## config.mk

```make
export PLATFORM = sky130hd
export DESIGN_NAME = button_sequencer
export DESIGN_NICKNAME = d
export VERILOG_FILES = /design/src/rtl/button_seq_pkg.sv /design/src/rtl/lfsr16.sv /design/src/rtl/button_sequencer.sv
export SDC_FILE = /design/constraint.sdc
export NUM_CORES = 1
export LEC_CHECK = 0
export CORE_MARGIN = 5
export CORE_UTILIZATION = 61
export CTS_CLUSTER_SIZE = 28
export DETAILED_ROUTE_END_ITERATION = 8
export GPL_TIMING_DRIVEN = 0
export HOLD_SLACK_MARGIN = 0.02
export PLACE_DENSITY = 0.85
export SYNTH_ARGS = -nofsm -noshare
export SYNTH_HDL_FRONTEND = slang
export SYNTH_SLANG_ARGS = --single-unit
export TNS_END_PERCENT = 50
```

## constraint.sdc

```tcl
create_clock -name clk -period 8.06 [get_ports clk]
set_input_delay 1.612 -clock clk [delete_from_list [all_inputs] [get_ports clk]]
set_output_delay 1.612 -clock clk [all_outputs]
set_load 0.03 [all_outputs]
```

## src/rtl/button_seq_pkg.sv

```systemverilog
// Shared types and helpers for the button sequencer and related stimulus blocks.
// State encoding, LFSR tap mask, default seed and the Galois LFSR step.
package button_seq_pkg;

    typedef enum logic [1:0] {
        S_GAP        = 2'd0,
        S_BOUNCE_IN  = 2'd1,
        S_HOLD       = 2'd2,
        S_BOUNCE_OUT = 2'd3
    } state_t;

    localparam logic [15:0] LFSR_TAPS    = 16'hB400;
    localparam logic [15:0] DEFAULT_SEED = 16'hACE1;

    function automatic int sel_width(input int n);
        return (n > 1) ? $clog2(n) : 1;
    endfunction

    // Right-shifting Galois form of x^16+x^14+x^13+x^11.
    function automatic logic [15:0] lfsr_step(input logic [15:0] v);
        return {1'b0, v[15:1]} ^ (v[0] ? LFSR_TAPS : 16'h0000);
    endfunction

endpackage

```

## src/rtl/lfsr16.sv

```systemverilog
// Free-running 16-bit Galois LFSR; a zero seed is replaced by the default seed
// so the register can never lock up.
module lfsr16
    import button_seq_pkg::*;
#(
    parameter logic [15:0] SEED = DEFAULT_SEED
) (
    input  logic        clk,
    input  logic        rst,
    output logic [15:0] q
);

    localparam logic [15:0] INIT = (SEED == 16'h0000) ? DEFAULT_SEED : SEED;

    logic [15:0] lfsr_r;

    // Advance every cycle, independent of any consumer.
    always_ff @(posedge clk or posedge rst) begin
        if (rst) begin
            lfsr_r <= INIT;
        end else begin
            lfsr_r <= lfsr_step(lfsr_r);
        end
    end

    assign q = lfsr_r;

endmodule

```

## src/rtl/button_sequencer.sv

```systemverilog
// Timed button-press generator: gap, optional bounce in, clean hold, optional bounce out.
// Define BUTTON_SEQ_BOUNCE_EN to build the contact-bounce states.
module button_sequencer
    import button_seq_pkg::*;
#(
    parameter int          NBTN          = 5,
    parameter int          GAP_CYCLES    = 8,
    parameter int          PRESS_CYCLES  = 16,
    parameter int          BOUNCE_CYCLES = 4,
    parameter logic [15:0] SEED          = DEFAULT_SEED
) (
    input  logic                       clk,
    input  logic                       rst,
    input  logic                       en,
    input  logic                       mode,
    output logic [NBTN-1:0]            btn,
    output logic [sel_width(NBTN)-1:0] sel,
    output logic                       busy,
    output logic [15:0]                press_count
);

    localparam int SEL_W  = sel_width(NBTN);
    localparam int GAP_W  = $clog2(GAP_CYCLES + 1);
    localparam int PH_MAX = (PRESS_CYCLES > BOUNCE_CYCLES) ? PRESS_CYCLES : BOUNCE_CYCLES;
    localparam int PH_W   = $clog2(PH_MAX + 1);

    localparam logic [GAP_W-1:0] GAP_LAST  = GAP_W'(GAP_CYCLES - 1);
    localparam logic [PH_W-1:0]  HOLD_LAST = PH_W'(PRESS_CYCLES - 1);
    localparam logic [SEL_W-1:0] SEL_LAST  = SEL_W'(NBTN - 1);
`ifdef BUTTON_SEQ_BOUNCE_EN
    localparam logic [PH_W-1:0]  BOUNCE_LAST = PH_W'(BOUNCE_CYCLES - 1);
`endif

    state_t           state_r, state_n;
    logic [GAP_W-1:0] gap_cnt_r, gap_cnt_n;
    logic [PH_W-1:0]  phase_cnt_r, phase_cnt_n;
    logic [SEL_W-1:0] sel_r, sel_n, rr_sel_s, rand_sel_s;
    logic [7:0]       rand_idx_s;
    logic [NBTN-1:0]  btn_r, btn_n;
    logic             busy_r, busy_n;
    logic [15:0]      press_count_r, press_count_n;
    logic [15:0]      lfsr_s;

    lfsr16 #(.SEED(SEED)) u_lfsr (
        .clk (clk),
        .rst (rst),
        .q   (lfsr_s)
    );

    assign rand_idx_s = lfsr_s[7:0] % 8'(NBTN);
    assign rand_sel_s = rand_idx_s[SEL_W-1:0];
    assign rr_sel_s   = (sel_r == SEL_LAST) ? SEL_W'(0) : sel_r + SEL_W'(1);

    // Next state, counters and button selection; en only gates the gap counter.
    always_comb begin
        state_n       = state_r;
        gap_cnt_n     = gap_cnt_r;
        phase_cnt_n   = phase_cnt_r;
        sel_n         = sel_r;
        press_count_n = press_count_r;
        case (state_r)
            S_GAP: begin
                if (en) begin
                    if (gap_cnt_r == GAP_LAST) begin
                        gap_cnt_n   = GAP_W'(0);
                        phase_cnt_n = PH_W'(0);
                        sel_n       = mode ? rand_sel_s : rr_sel_s;
`ifdef BUTTON_SEQ_BOUNCE_EN
                        state_n     = S_BOUNCE_IN;
`else
                        state_n     = S_HOLD;
`endif
                    end else begin
                        gap_cnt_n = gap_cnt_r + GAP_W'(1);
                    end
                end else begin
                    gap_cnt_n = gap_cnt_r;
                end
            end
`ifdef BUTTON_SEQ_BOUNCE_EN
            S_BOUNCE_IN: begin
                if (phase_cnt_r == BOUNCE_LAST) begin
                    phase_cnt_n = PH_W'(0);
                    state_n     = S_HOLD;
                end else begin
                    phase_cnt_n = phase_cnt_r + PH_W'(1);
                end
            end
`endif
            S_HOLD: begin
                if (phase_cnt_r == HOLD_LAST) begin
                    phase_cnt_n   = PH_W'(0);
`ifdef BUTTON_SEQ_BOUNCE_EN
                    state_n       = S_BOUNCE_OUT;
`else
                    state_n       = S_GAP;
                    press_count_n = press_count_r + 16'd1;
`endif
                end else begin
                    phase_cnt_n = phase_cnt_r + PH_W'(1);
                end
            end
`ifdef BUTTON_SEQ_BOUNCE_EN
            S_BOUNCE_OUT: begin
                if (phase_cnt_r == BOUNCE_LAST) begin
                    phase_cnt_n   = PH_W'(0);
                    state_n       = S_GAP;
                    press_count_n = press_count_r + 16'd1;
                end else begin
                    phase_cnt_n = phase_cnt_r + PH_W'(1);
                end
            end
`endif
            default: begin
                state_n     = S_GAP;
                phase_cnt_n = PH_W'(0);
            end
        endcase
    end

    // Output values are derived from the next state so they register in step with it.
    always_comb begin
        btn_n  = '0;
        busy_n = (state_n != S_GAP);
        case (state_n)
            S_HOLD: btn_n[sel_n] = 1'b1;
`ifdef BUTTON_SEQ_BOUNCE_EN
            S_BOUNCE_IN, S_BOUNCE_OUT: btn_n[sel_n] = lfsr_s[0];
`endif
            default: btn_n = '0;
        endcase
    end

    // State, counter and output registers.
    always_ff @(posedge clk or posedge rst) begin
        if (rst) begin
            state_r       <= S_GAP;
            gap_cnt_r     <= GAP_W'(0);
            phase_cnt_r   <= PH_W'(0);
            sel_r         <= SEL_LAST;
            btn_r         <= '0;
            busy_r        <= 1'b0;
            press_count_r <= 16'd0;
        end else begin
            state_r       <= state_n;
            gap_cnt_r     <= gap_cnt_n;
            phase_cnt_r   <= phase_cnt_n;
            sel_r         <= sel_n;
            btn_r         <= btn_n;
            busy_r        <= busy_n;
            press_count_r <= press_count_n;
        end
    end

    assign btn         = btn_r;
    assign sel         = sel_r;
    assign busy        = busy_r;
    assign press_count = press_count_r;

endmodule
```

==> summary.md <==
| Metric | Value |
|---|---|
| Final setup vio count | 0 |
| Largest net degree at the start of global routing | 43 |
| Final TNS setup | 0 ns |
| Setup slack at placement | 3.39 ns |
| ANT cells | 0 |
| Final min period | between 4 and 5 ns |
| Worst Skew | about 0.0081 ns |
| Fillers | around 300 |
| Setup WS post-layout | between 3 and 4 ns |
| Final GP Congestion | roughly 0.9 |
| VDD IR-drop max | slightly above 0.2 mV |
| Synth warnings | 0 |
| Status | complete, no violations |
| Setup repair bufs after CTS | 0 |
| Internal | around 0.41 mW |
| Switching part of the total | between 20% and 30% |
| DRT iter0 DRCs | 146 |
| RSZ-0062 raised after global routing | false |
| Core area | around 0.0044 sq mm |
| Max frequency | 211 MHz |
| Detailed-route DRC error count | 0 |
| Total gr overflow | 0 |
| Leakage | ~1.5 nW |
| Max FO, Critical Path | 8 |
| Hold Vio Cnt, Final | 0 |
| Area of the multi-input gates | approximately 0.0014 sq mm |
| HPWL after DPL | just over 4000 um |
| Die footprint | ~0.006 sq mm |
| NetSw | between 0.15 and 0.2 mW |
| CTS Buf Count | 5 |
| CTS tree | done |
| Post-Synthesis Cell Area | around 0.0028 sq mm |
| Asr flop ratio synth | 100% |
| Root Buffer Master | clkbuf_8 |
| Routed Antenna Nets | 0 |
| MaxCap Viol Count | 0 |
| Distinct cells, synth | about 60 |
| Die width | roughly 78 um |
| Slew margin rel. | 49.0% |
| I/O Buffers | 28 |
| Reg area | 0.00131 sq mm |
| DRT Pass-1 Iters | 4 |
| Clock group share of total power | ~31% |
| Crit Path Class | register to register |
| Final instance area | ~0.0033 sq mm |
| Vias in the first global route | between 2k and 2.5k |
| Final hold slack | about 0.36 ns |
| Area growth syn-to-layout | 17.1% |
| CP startpoint kind | register |
| Vias/cell | around 6.0 |
| I/O pin total | 29 |
| Post-CTS Hold Buffers | 0 |
| Routed len/inst | roughly 16 um |
| Post-Syn Instances | 271 |
| Min-delay worst type | register to register |
| Worst-skew pair later-pin latency | roughly 0.30 ns |
| Net Count, Synth | between 200 and 300 |
| Post_cts resized | 0 |
| Gr usage total | ~19% |
| Initial core utilization | approximately 64% |
| First-pass GRT wire length | ~9700 um |
| Worst EP required | slightly above 8 ns |
| Number of flops mapped to enable cells by yosys | 0 |
| Least-Margin Pin Slew | between 0.7 and 0.8 ns |
| CTS Buffer Depth | 2 |
| Cell area power density | 175 mW/mm^2 |
| Crit path DAT | 4.94 ns |
| Flops & latches, synth | 52 |
| Antenna violations before repair | 0 |
| Worst Setup End Kind | register |
| Final period util | around three fifths |
| Final Max Tran Viols | 0 |
| DR vias | 2,164 |
| Clock Sinks | between 50 and 60 |
| Cell Rows | 24 |
| Clock transition at path regs | 0.10 ns |
| Sequential power share | a little over half |
| Final WL | around 5700 um |
| Post-synthesis average cell area | a little over 10 sq um |
| Logic pwr share | approximately 17% |
| Htree depth | 2 |
| NumNets Final | 320 |
| Post-DP Area | 0.00318 sq mm |
| Main flop type after synthesis | dfrtp_1 |
| Layout cells sized above 1 | ~14% |
| Die Span Y | ~80 um |
| Seq/Total Area, Yosys | a little under half |
state kept, by name, indices dropped and copies added, names as in the netlist:
| signal | flops |
|---|---|
| btn | 5 |
| busy | 1 |
| gap_cnt_r | 4 |
| phase_cnt_r | 5 |
| press_count | 16 |
| sel | 3 |
| state_r | 2 |
| u_lfsr.q | 16 |
cell type report:
type	instances	area share [%]
multi-input combinational	194	42.1
sequential	52	39.9
buffer	10	1.71
inverter	15	1.71
timing repair buffer	29	9.12
tap	52	1.98
clock buffer	5	2.09
clock inverter	3	1.41
per-stage QoR:
stage | total power, mW | instances | util (%)
after floorplan | 0.363 | 271 | -
after global placement | 0.389 | 351 | 71.5
after detailed placement | 0.395 | 352 | 72.0
after CTS | 0.579 | 360 | 74.6
after global routing | 0.602 | 360 | 74.6
final | 0.575 | 360 | 74.6
final timing paths:
check / startpoint / endpoint / slack [ns] / cells after the start
max: u_lfsr.q[7]$_DFF_PP1_ / btn[4]$_DFF_PP0_ / 3.33 / 19
max reg2reg: u_lfsr.q[7]$_DFF_PP1_ / btn[4]$_DFF_PP0_ / 3.33 / 19
min: u_lfsr.q[9]$_DFF_PP0_ / u_lfsr.q[8]$_DFF_PP0_ / 0.36 / 0
max in group asynchronous: rst / sel[2]$_DFF_PP1_ / 5.96 / 3
min in group asynchronous: rst / press_count[8]$_DFFE_PP0P_ / 1.55 / 2
min reg2reg: u_lfsr.q[9]$_DFF_PP0_ / u_lfsr.q[8]$_DFF_PP0_ / 0.36 / 0
Yosys cell counts (all sizes together) (7+ instances only):
cell type	n	area share [%]
xnor2	17	5.3
ha	9	4.0
xor2	8	2.5
buf	8	1.7
a211oi	7	2.2
nor3	8	1.4
inv	15	2.0
dfrtp	43	38
nand2	22	2.9
o21ai	13	2.3
nor2	14	1.9
a21oi	10	1.8
nand3	7	1.2
nand2b	8	1.8
dfstp	9	8.4
worst max-delay path, cell delays in order, from the launching register on:
cell      delay [ns]
dfstp_2         0.54
buf_4           0.14
nor2b_1         0.39
a21oi_1         0.16
a22o_1          0.26
a32oi_2         0.35
ha_1            0.29
nand3_1         0.07
and3_1          0.16
a211oi_2        0.27
or2_2           0.22
a211oi_1        0.07
a21oi_1         0.31
ha_1            0.32
nand2b_1        0.12
a22oi_4         0.20
xnor2_1         0.11
a221oi_2        0.33
inv_2           0.10
nor3_1          0.21
kinds of logic (layout without fill, tap and decap cells):
logic type,count (synthesis),count (layout),share of synthesized area [%]
compound gates,60,60,17.3
xor+xnor,25,25,7.79
fa+ha+maj,9,9,4.01
buf+inv,25,62,4.01
flops,52,52,46.7
mux,5,5,1.91
other cells,1,1,0.133
simple gates,94,94,18.2
power by group through the flow:
stage	clock network, mW	logic [mW]	registers (mW)
6_report	0.180	0.0957	0.299
3_5_place_dp	0	0.0930	0.301
2_1_floorplan	0	0.0520	0.311
5_1_grt	0.196	0.106	0.301
3_3_place_gp	0	0.0885	0.300
4_1_cts	0.184	0.0964	0.299
routing by layer:
metal	routed length [um]	global-route usage, %	vias up
met2	3010	32.4	48
met4	58	5.41	0
li1	-	-	1048
met3	164	3.59	6
met5	0	0	-
met1	2490	25.5	1062
cells in the final DEF, fill, tap and decap left out, types with 9 or more instances in the layout:
| cell | netlist | final |
|---|---|---|
| dfstp_2 | 9 | 9 |
| o21ai_0 | 12 | 12 |
| nor2_1 | 14 | 14 |
| inv_1 | 13 | 12 |
| clkdlybuf4s50_1 | 0 | 28 |
| a21oi_1 | 10 | 10 |
| xnor2_1 | 17 | 17 |
| nand2_1 | 22 | 22 |
| dfrtp_1 | 43 | 43 |
| ha_1 | 9 | 9 |
(Power assumes the default switching activity.)
